$ cat src/rtl/m68k_dtack_generator.sv
// 68000 bus-cycle acknowledge: per-region wait states, DRAM DTACK
// forwarding and a watchdog that raises BERR on unmapped/hung cycles.
module m68k_dtack_generator #(
  parameter int unsigned ROM_WAIT = 1,
  parameter int unsigned RAM_WAIT = 1,
  parameter int unsigned IO_WAIT  = 3,
  parameter int unsigned CAN_WAIT = 6,
  parameter int unsigned TIMEOUT  = 1023
) (
  input  logic Clk,
  input  logic Reset_L,
  input  logic AS_L,
  input  logic UDS_L,
  input  logic LDS_L,
  input  logic OnChipRomSelect_H,
  input  logic OnChipRamSelect_H,
  input  logic IOSelect_H,
  input  logic CanBusSelect_H,
  input  logic DramSelect_H,
  input  logic DramDtack_L,
  output logic DtackOut_L,
  output logic BErr_L,
  output logic BusCycleActive_H
);

  typedef enum logic [1:0] {
    S_IDLE, S_WAIT, S_ACK, S_BERR
  } state_t;

  typedef enum logic [2:0] {
    R_ROM, R_RAM, R_IO, R_CAN, R_DRAM, R_UNMAP
  } region_t;

  localparam logic [15:0] TMO_LAST = 16'(TIMEOUT - 1);

  state_t      state_q, state_d;
  region_t     region_q, region_d;
  region_t     sel_region;
  logic [3:0]  wait_q, wait_d;
  logic [3:0]  sel_wait;
  logic [15:0] tmo_q, tmo_d;
  logic        dram_q, dram_d;
  logic        dtack_q, dtack_d;
  logic        berr_q, berr_d;
  logic        busy_q, busy_d;
  logic        start;
  logic        ack_ok;
  logic        tmo_hit;

  // Decode the region select with fixed priority and its wait count
  always_comb begin
    sel_region = R_UNMAP;
    sel_wait   = 4'd0;
    priority case (1'b1)
      OnChipRomSelect_H: begin
        sel_region = R_ROM;
        sel_wait   = 4'(ROM_WAIT);
      end
      OnChipRamSelect_H: begin
        sel_region = R_RAM;
        sel_wait   = 4'(RAM_WAIT);
      end
      IOSelect_H: begin
        sel_region = R_IO;
        sel_wait   = 4'(IO_WAIT);
      end
      CanBusSelect_H: begin
        sel_region = R_CAN;
        sel_wait   = 4'(CAN_WAIT);
      end
      DramSelect_H: begin
        sel_region = R_DRAM;
      end
      default: begin
        sel_region = R_UNMAP;
      end
    endcase
  end

  // Next-state logic for the bus-cycle FSM and its counters
  always_comb begin
    state_d  = state_q;
    region_d = region_q;
    wait_d   = wait_q;
    tmo_d    = tmo_q;
    dtack_d  = dtack_q;
    berr_d   = berr_q;
    start    = !AS_L && (!UDS_L || !LDS_L);
    dram_d   = (state_q == S_WAIT) && !DramDtack_L;
    ack_ok   = 1'b0;
    tmo_hit  = (tmo_q == TMO_LAST);
    unique case (state_q)
      S_IDLE: begin
        if (start) begin
          state_d  = S_WAIT;
          region_d = sel_region;
          wait_d   = sel_wait;
          tmo_d    = 16'd0;
        end
      end
      S_WAIT: begin
        if (tmo_q != 16'hFFFF) tmo_d = tmo_q + 16'd1;
        if (wait_q != 4'd0) wait_d = wait_q - 4'd1;
        unique case (region_q)
          R_DRAM:  ack_ok = dram_q;
          R_UNMAP: ack_ok = 1'b0;
          default: ack_ok = (wait_q == 4'd0);
        endcase
        if (AS_L) begin
          state_d = S_IDLE;
        end else if (ack_ok) begin
          state_d = S_ACK;
          dtack_d = 1'b0;
        end else if (tmo_hit) begin
          state_d = S_BERR;
          berr_d  = 1'b0;
        end
      end
      S_ACK: begin
        if (AS_L) begin
          state_d = S_IDLE;
          dtack_d = 1'b1;
        end
      end
      S_BERR: begin
        if (AS_L) begin
          state_d = S_IDLE;
          berr_d  = 1'b1;
        end
      end
      default: begin
        state_d = S_IDLE;
        dtack_d = 1'b1;
        berr_d  = 1'b1;
      end
    endcase
    busy_d = (state_d != S_IDLE);
  end

  // State and registered outputs
  always_ff @(posedge Clk or negedge Reset_L) begin
    if (!Reset_L) begin
      state_q  <= S_IDLE;
      region_q <= R_UNMAP;
      wait_q   <= 4'd0;
      tmo_q    <= 16'd0;
      dram_q   <= 1'b0;
      dtack_q  <= 1'b1;
      berr_q   <= 1'b1;
      busy_q   <= 1'b0;
    end else begin
      state_q  <= state_d;
      region_q <= region_d;
      wait_q   <= wait_d;
      tmo_q    <= tmo_d;
      dram_q   <= dram_d;
      dtack_q  <= dtack_d;
      berr_q   <= berr_d;
      busy_q   <= busy_d;
    end
  end

  assign DtackOut_L       = dtack_q;
  assign BErr_L           = berr_q;
  assign BusCycleActive_H = busy_q;

endmodule

$ cat config.mk
export PLATFORM = sky130hd
export DESIGN_NAME = m68k_dtack_generator
export DESIGN_NICKNAME = d
export VERILOG_FILES = /design/src/rtl/m68k_dtack_generator.sv
export SDC_FILE = /design/constraint.sdc
export NUM_CORES = 1
export LEC_CHECK = 0
export ABC_AREA = 1
export CORE_UTILIZATION = 57
export CTS_CLUSTER_DIAMETER = 200
export DETAILED_ROUTE_END_ITERATION = 10
export PLACE_DENSITY = 0.77
export RECOVER_POWER = 25
export SLEW_MARGIN = 30
export SYNTH_ARGS = -nofsm -noshare
export SYNTH_HDL_FRONTEND = slang
export SYNTH_SLANG_ARGS = --single-unit
$ cat constraint.sdc
create_clock -name Clk -period 1.85 [get_ports Clk]
set_input_delay 0.37 -clock Clk [delete_from_list [all_inputs] [get_ports Clk]]
set_output_delay 0.37 -clock Clk [all_outputs]
set_load 0.005 [all_outputs]
======== Yosys cells after proc, flatten, opt, wreduce, memory -nomap -nowiden ========
Cells that the tools add are included.
storage, ports and cells
  register bits ........................... 29
  input port bits ......................... 11
  output and inout port bits .............. 3
  word-level logic and storage cells ...... 77
operators by class
  add/sub/neg operators ................... 2
  equality and inequality tests ........... 16
  mux-type cells .......................... 31
  reduce and logical (&&, ||, !) cells .... 20
operator list
  kind                                                                      number
  16-bit 2-to-1 mux                                                         2
  16-bit one-hot mux with 2 select lines                                    1
  3-bit 2-to-1 mux                                                          6
  16-bit by 1-bit adder with 16-bit output (second input constant)          1
  16-bit by 10-bit equality test with 1-bit output (second input constant)  1
  4-bit 2-to-1 mux                                                          4
  16-bit inequality test (second input constant)                            1
  2-bit inequality test (second input constant)                             6
  2-bit 2-to-1 mux                                                          5
  1-bit 2-to-1 mux                                                          8
  4-bit one-hot mux with 2 select lines                                     1
  2-bit nonzero test                                                        4
  3-bit equality test (second input constant)                               2
  2-bit by 1-bit inequality test with 1-bit output (second input constant)  3
  1-bit one-hot mux with 2 select lines                                     3
  2-bit one-hot mux with 3 select lines                                     1
  3-bit AND reduction                                                       2
  5-bit AND reduction                                                       1
  2-bit equality test (second input constant)                               2
  1-bit logical NOT                                                         4
  4-bit logical NOT                                                         1
  4-bit AND reduction                                                       1
  4-bit nonzero test                                                        1
  4-bit by 1-bit subtractor with 4-bit output (second input constant)       1
  6 further kinds                                                           7

======== Longest topological paths before layout ========
Gate-level depths: netlist of run 1.
  depth after elaboration ................. 7
  gate-level depth with buffers ........... 10
  depth with buffers taken out ............ 9

======== Least setup slack after synthesis of run 1 ========
No wires, ideal clock.
  path type ............................... register -> register
  start point ............................. reg tmo_q[0]
  end point ............................... reg tmo_q[4]
  setup time .............................. 126 ps
  arrival ................................. 1356 ps
  data required time ...................... 1724 ps
  setup slack ............................. 368 ps
  cell stages (with the launch flop) ...... 9
  path buffers ............................ 1
  clock period less this slack ............ 1482 ps
  cells stage by stage .................... dfrtp_1 > ha_1 > inv_1 > nor2_4 > nand2_2 > nor2_4 > o21bai_1 > buf_4 > o22ai_2
between the ends
  longest elaborated chain between the ends .. 3
  elaborated cells between the ends (all ways) .. 6
RTL lines
  what                                                                                   line  source
  from (decl)                                                                            41    logic [15:0] tmo_q, tmo_d;
  from (signal assigned)                                                                 155   tmo_q <= tmo_d;
  16-bit by 1-bit adder with 16-bit output or 16-bit inequality test (tied branches)     102   if (tmo_q != 16'hFFFF) tmo_d = tmo_q + 16'd1;
  16-bit 2-to-1 mux or 2-bit by 1-bit inequality test with 1-bit output (tied branches)  n/a
  16-bit one-hot mux with 2 select lines or 3-bit AND reduction (tied branches)          n/a
Several ways; a longest one is shown, not always the timed one. The select of a mux whose other input is x is not followed.
A chain may end at the register's enable or synchronous reset.

======== Final worst setup path of run 1 ========
  start point ............................. reg dtack_q (netlist: DtackOut_L)
  end point ............................... out DtackOut_L
RTL lines
  what                    line  source
  from (decl)             43    logic dtack_q, dtack_d;
  from (signal assigned)  157   dtack_q <= dtack_d;
  to (decl)               21    output logic DtackOut_L,
No word-level cell between the ends.

==> metrics.csv, run 1 <==
metric;value;unit
status;complete, no violations;
synth.most_common_cell;nand2_1;
post_drt_wl_per_cell;11.9;um
core-area;3050;um2
timing.fmax;575;MHz
path_cells;clkdlybuf4s50_1;
worst_pin_slew;0.744;ns
power.density;1120;nW/um2
maxCapViolCount;0;
setup_viol;0;
critical-path-top-delay-family;flip-flops;
clkSinkCount;29;
yosys.area.top_type;dfrtp_1;
first_iter_violations;123;
fillCellCount;264;
post-cts-setup-buffers;0;
avgViaCountPerCell;5.10;
cts_resized;0;
min_from;state_q[0]$_DFF_PN0_;
cts_root_buf;clkbuf_4;
power;2350;uW
numPortBuffers;13;
arrival;1.37;ns
synth-edff-count;0;
cts_hold_buf;0;
seq_area_frac_synth;39.9;%
drcViolationCount;0;
hold_class;flip-flop to flip-flop;
syn_inst;254;
n_antenna_cell;0;
grt_pass1_vias;1412;
syn_area_per_cell;7.20;um2
num_rows;20;
synth_top_flop_cell;dfrtp_1;
cp-start-kind;flip-flop;
grt_pass1_wl;6270;um
synthTopCellsByCount;67 x nand2_1, 35 x inv_1, 30 x nor2_1;
ys_ff_latch;29;
hold_violations;0;
synth_area;1830;um2
yosys-top-cells-area;dfrtp_1 34%, nand2_1 14%, nand3_1 7.7%, inv_1 7.2%, nor2_1 6.2%;
fin_crit;1.74;ns
endpoint_kind;primary output;
path_buf_inv;1;
path_class;flip-flop to primary output;
cp.required;1.48;ns
post-route-period-util;94.1;%
clk_pin_slew;0.10;ns
finClkSkew;0.00451;ns
die_w;58.7;um
dieArea;3440;um2
cp_slowest_cell;dfstp_2;
holdPathStages;1;
slew_violations;0;
synth_top_area_share;34.2;%
hold_end;DtackOut_L$_DFFE_PN1P_;
vias;1643;
cts_max_level;2;
cts_buffer_depth;2;
gr-total-overflow;0;
r2r_end;tmo_q[15]$_DFFE_PN0P_;
ir_worst_vdd;0.679;mV
leakagePower;0.000950;uW
r2r_start;tmo_q[0]$_DFFE_PN0P_;
setup-tns-final;0;ns
yosysWarnings;0;
cts_buffers;5;
rsz0062_at_grt;no;
chipHeight;58.7;um
wl;3830;um
grt_max_degree;30;
track_usage;24.9;%
cts_tree;done;
finalNetCount;291;
place.gp.congestion;0.829;
antenna_found_initial;0;
syn-num-nets;268;
cpPeakStageDelay;0.55;ns
slew_headroom;50.4;%
dpl.hpwl;2890;um
drt-pass1-iter-count;5;
initial_core_util;59.9;%
yosysUniqueCellTypes;26;
io_pins;14;
insertion_delay;0.33;ns
r2r_slack;0.18;ns
synthArstFlopShare;100;%
area_growth;14.8;%
layout-drive-gt1-share;12.9;%
r2r_cells;9;
ant_nets;0;
cp_max_fo;3;
flip-flops by register name (all words and copies together) (netlist names):
name and cells:
DtackOut_L 1, tmo_q 16, state_q 2, BusCycleActive_H 1
dram_q 1, BErr_L 1, wait_q 4, region_q 3
cell type report:
class | count | area [um2] | area share [%]
multi-input combinational | 184 | 931 | 44.3
inverter | 37 | 139 | 6.62
timing repair buffer | 20 | 193 | 9.18
clock inverter | 2 | 10.0 | 0.477
clock buffer | 6 | 41.3 | 1.97
tap | 44 | 55.1 | 2.62
sequential | 29 | 731 | 34.8
worst max path at each step:
stage,start,end,slack (ns),cells past startpoint
floorplan,tmo_q[0]$_DFFE_PN0P_,tmo_q[4]$_DFFE_PN0P_,0.37,8
global placement,AS_L,tmo_q[10]$_DFFE_PN0P_,0.13,7
detailed placement,AS_L,tmo_q[10]$_DFFE_PN0P_,0.09,7
CTS,DtackOut_L$_DFFE_PN1P_,DtackOut_L,0.09,1
global route,tmo_q[0]$_DFFE_PN0P_,tmo_q[9]$_DFFE_PN0P_,0.01,9
finish,DtackOut_L$_DFFE_PN1P_,DtackOut_L,0.11,1
stage by stage:
step | area (um2) | worst slack, ns | std cells | hold slack, ns | util [%]
2_1_floorplan | 1830 | 0.368 | 254 | 0.0744 | -
3_3_place_gp | 2050 | 0.135 | 314 | 0.451 | 67.2
3_5_place_dp | 2050 | 0.0894 | 314 | 0.455 | 67.2
4_1_cts | 2100 | 0.0904 | 322 | 0.423 | 68.9
5_1_grt | 2100 | 0.0138 | 322 | 0.483 | 68.8
6_report | 2100 | 0.110 | 322 | 0.463 | 68.8
power breakdown:
group | switching (uW) | total (uW) | leakage (uW) | internal, uW
Clock | 234 | 379 | 0.0000320 | 145
Combinational | 638 | 1040 | 0.000539 | 406
Sequential | 113 | 926 | 0.000379 | 813
per-layer routing:
| metal | track usage [%] | up-vias | wire [um] |
|---|---|---|---|
| met1 | 34.2 | 735 | 1880 |
| met4 | 10.5 | 0 | 53 |
| met5 | 0 | - | 0 |
| met3 | 4.62 | 5 | 150 |
| met2 | 38.8 | 39 | 1750 |
| li1 | - | 864 | - |
kinds of logic after synthesis:
kind of cell | share of synthesized area (%)
AOI/OAI and AO/OA | 11.5
xor gates and xnor gates | 2.39
adders and majority gates | 2.05
buffers and inverters | 9.17
DFF | 39.9
and+or+nand+nor | 35.0
cells in the final DEF (no fill, tap or decap), types with 6 or more instances in the layout:
master           count
nand2_1             67
inv_1               35
nor2_1              30
nand3_1             28
dfrtp_1             25
o21ai_0             19
clkdlybuf4s50_1     12
o21ai_2              6
(Power assumes the default switching activity.)
==> run 2, diff against run 1 <==
Settings changed: CELL_PAD_IN_SITES_DETAIL_PLACEMENT set to 0, CELL_PAD_IN_SITES_GLOBAL_PLACEMENT set to 1, CORE_UTILIZATION 57 to 42, PLACE_DENSITY 0.77 to 0.78.
==> run 2 against run 1 <==
Cell area increased by 3.2%; global-route usage down 5.1 points; clock-buffer cell count unchanged; clock skew increased by 0.0035 ns; power up 9.7%; highest routed layer unchanged.
==> metrics.csv, run 2 (synthesis gave the netlist of run 1 again) <==
metric;value;unit
status;complete, no violations;
io_pins;14;
hold_class;flip-flop to flip-flop;
grt_max_degree;30;
antenna_found_initial;0;
gr-total-overflow;0;
timing.fmax;589;MHz
setup-tns-final;0;ns
final_util;53.0;%
clkSinkCount;29;
top_regs;tmo_q (16), wait_q (4), region_q (3);
power.density;1190;nW/um2
die_w;68.0;um
cts_buffer_depth;2;
initial_core_util;44.8;%
leakagePower;0.000977;uW
arrival;1.91;ns
endpoint_kind;flip-flop;
slew_headroom;49.4;%
post-route-period-util;91.8;%
wl;4010;um
avgViaCountPerCell;4.95;
final_cell_mix;67 x nand2_1, 35 x inv_1, 30 x nor2_1, 28 x nand3_1, 25 x dfrtp_1;
insertion_delay;0.28;ns
grt_pass1_vias;1397;
ir_worst_vdd;0.647;mV
drcViolationCount;0;
rsz0062_at_grt;no;
area_growth;18.4;%
core-area;4090;um2
finClkSkew;0.00798;ns
num_rows;23;
final_cells;330;
cts_buffers;5;
fin_crit;1.70;ns
cts_hold_buf;0;
maxCapViolCount;0;
layout-drive-gt1-share;13.6;%
finalNetCount;293;
cp.required;2.06;ns
cts_root_buf;clkbuf_8;
ant_nets;0;
dieArea;4620;um2
grt_pass1_wl;6600;um
first_iter_violations;124;
hold_violations;0;
cts_max_level;2;
setup_viol;0;
final_common_cell;nand2_1;
slew_violations;0;
n_antenna_cell;0;
place.gp.congestion;0.787;
post_drt_wl_per_cell;12.2;um
drt-pass1-iter-count;4;
worst_pin_slew;0.759;ns
track_usage;19.8;%
largest_reg_flops;16;
numPortBuffers;13;
cp_max_fo;8;
placed_cell_area;2060;um2
place_inst;320;
path_class;flip-flop to flip-flop;
cp-start-kind;flip-flop;
cts_tree;done;
top_register;tmo_q;
vias;1635;
chipHeight;68.0;um
dpl.hpwl;2950;um
clk_pin_slew;0.07;ns
design_area;2170;um2
-- run 2: cell count changes in the layout (fill, tap and decap cells not counted), sizes merged --
cell / delta
buf: +2
-- run 2: per-layer routing --
metal | global-route usage, % | vias to the layer above | share of wire (%)
met5 | 0 | - | 0
met1 | 28.4 | 738 | 53
met4 | 8.07 | 0 | 1.0
met2 | 28.7 | 26 | 43
met3 | 4.33 | 7 | 3.4
li1 | - | 864 | -
-- run 2: path summary, 6_finish.rpt --
check                                     start                     to  slack (ns)  cells after the start
hold / removal               BErr_L$_DFFE_PN1P_     BErr_L$_DFFE_PN1P_        0.46                      2
setup reg to reg           tmo_q[0]$_DFFE_PN0P_  tmo_q[11]$_DFFE_PN0P_        0.15                     10
min in group asynchronous               Reset_L  tmo_q[12]$_DFFE_PN0P_        0.68                      2
hold reg to reg              BErr_L$_DFFE_PN1P_     BErr_L$_DFFE_PN1P_        0.46                      2
max in group asynchronous               Reset_L   tmo_q[6]$_DFFE_PN0P_        0.68                      2
setup / recovery           tmo_q[0]$_DFFE_PN0P_  tmo_q[11]$_DFFE_PN0P_        0.15                     10
-- run 2: layout make-up --
type                       count  area, um2
clock buffer                   6       72.6
clock inverter                 2       10.0
fill                         407       1920
inverter                      37        139
multi-input combinational    184        931
sequential                    29        731
tap                           50       62.6
timing repair buffer          22        220
-- run 2: power by group --
group | internal, uW | switching (uW)
Clock | 260 | 255
Sequential | 814 | 111
Combinational | 471 | 664
Total | 1550 | 1030
-- run 2: what timing repair did --
item	in CTS	in global routing
setup buffers	0	2
setup endpoints to repair	0	1
resized for setup	0	0
-- run 2: critical path, cell delays in order (launching register included) --
cell and delay, ns:
dfrtp_1 0.42, ha_1 0.19, inv_1 0.08, nor2_4 0.15, nand2_2 0.13, nor2_4 0.15
nor2_2 0.07, nor2_4 0.17, buf_12 0.13, nand2_1 0.05, o21ai_1 0.07
-- run 2: stage by stage --
stage               hold WS [ns]  setup slack (ns)  total power, uW
floorplan                 0.0744             0.368             1630
global placement           0.453             0.118             2000
detailed placement         0.453             0.103             2000
CTS                        0.462             0.149             2520
global route               0.485            0.0285             2780
finish                     0.462             0.152             2580
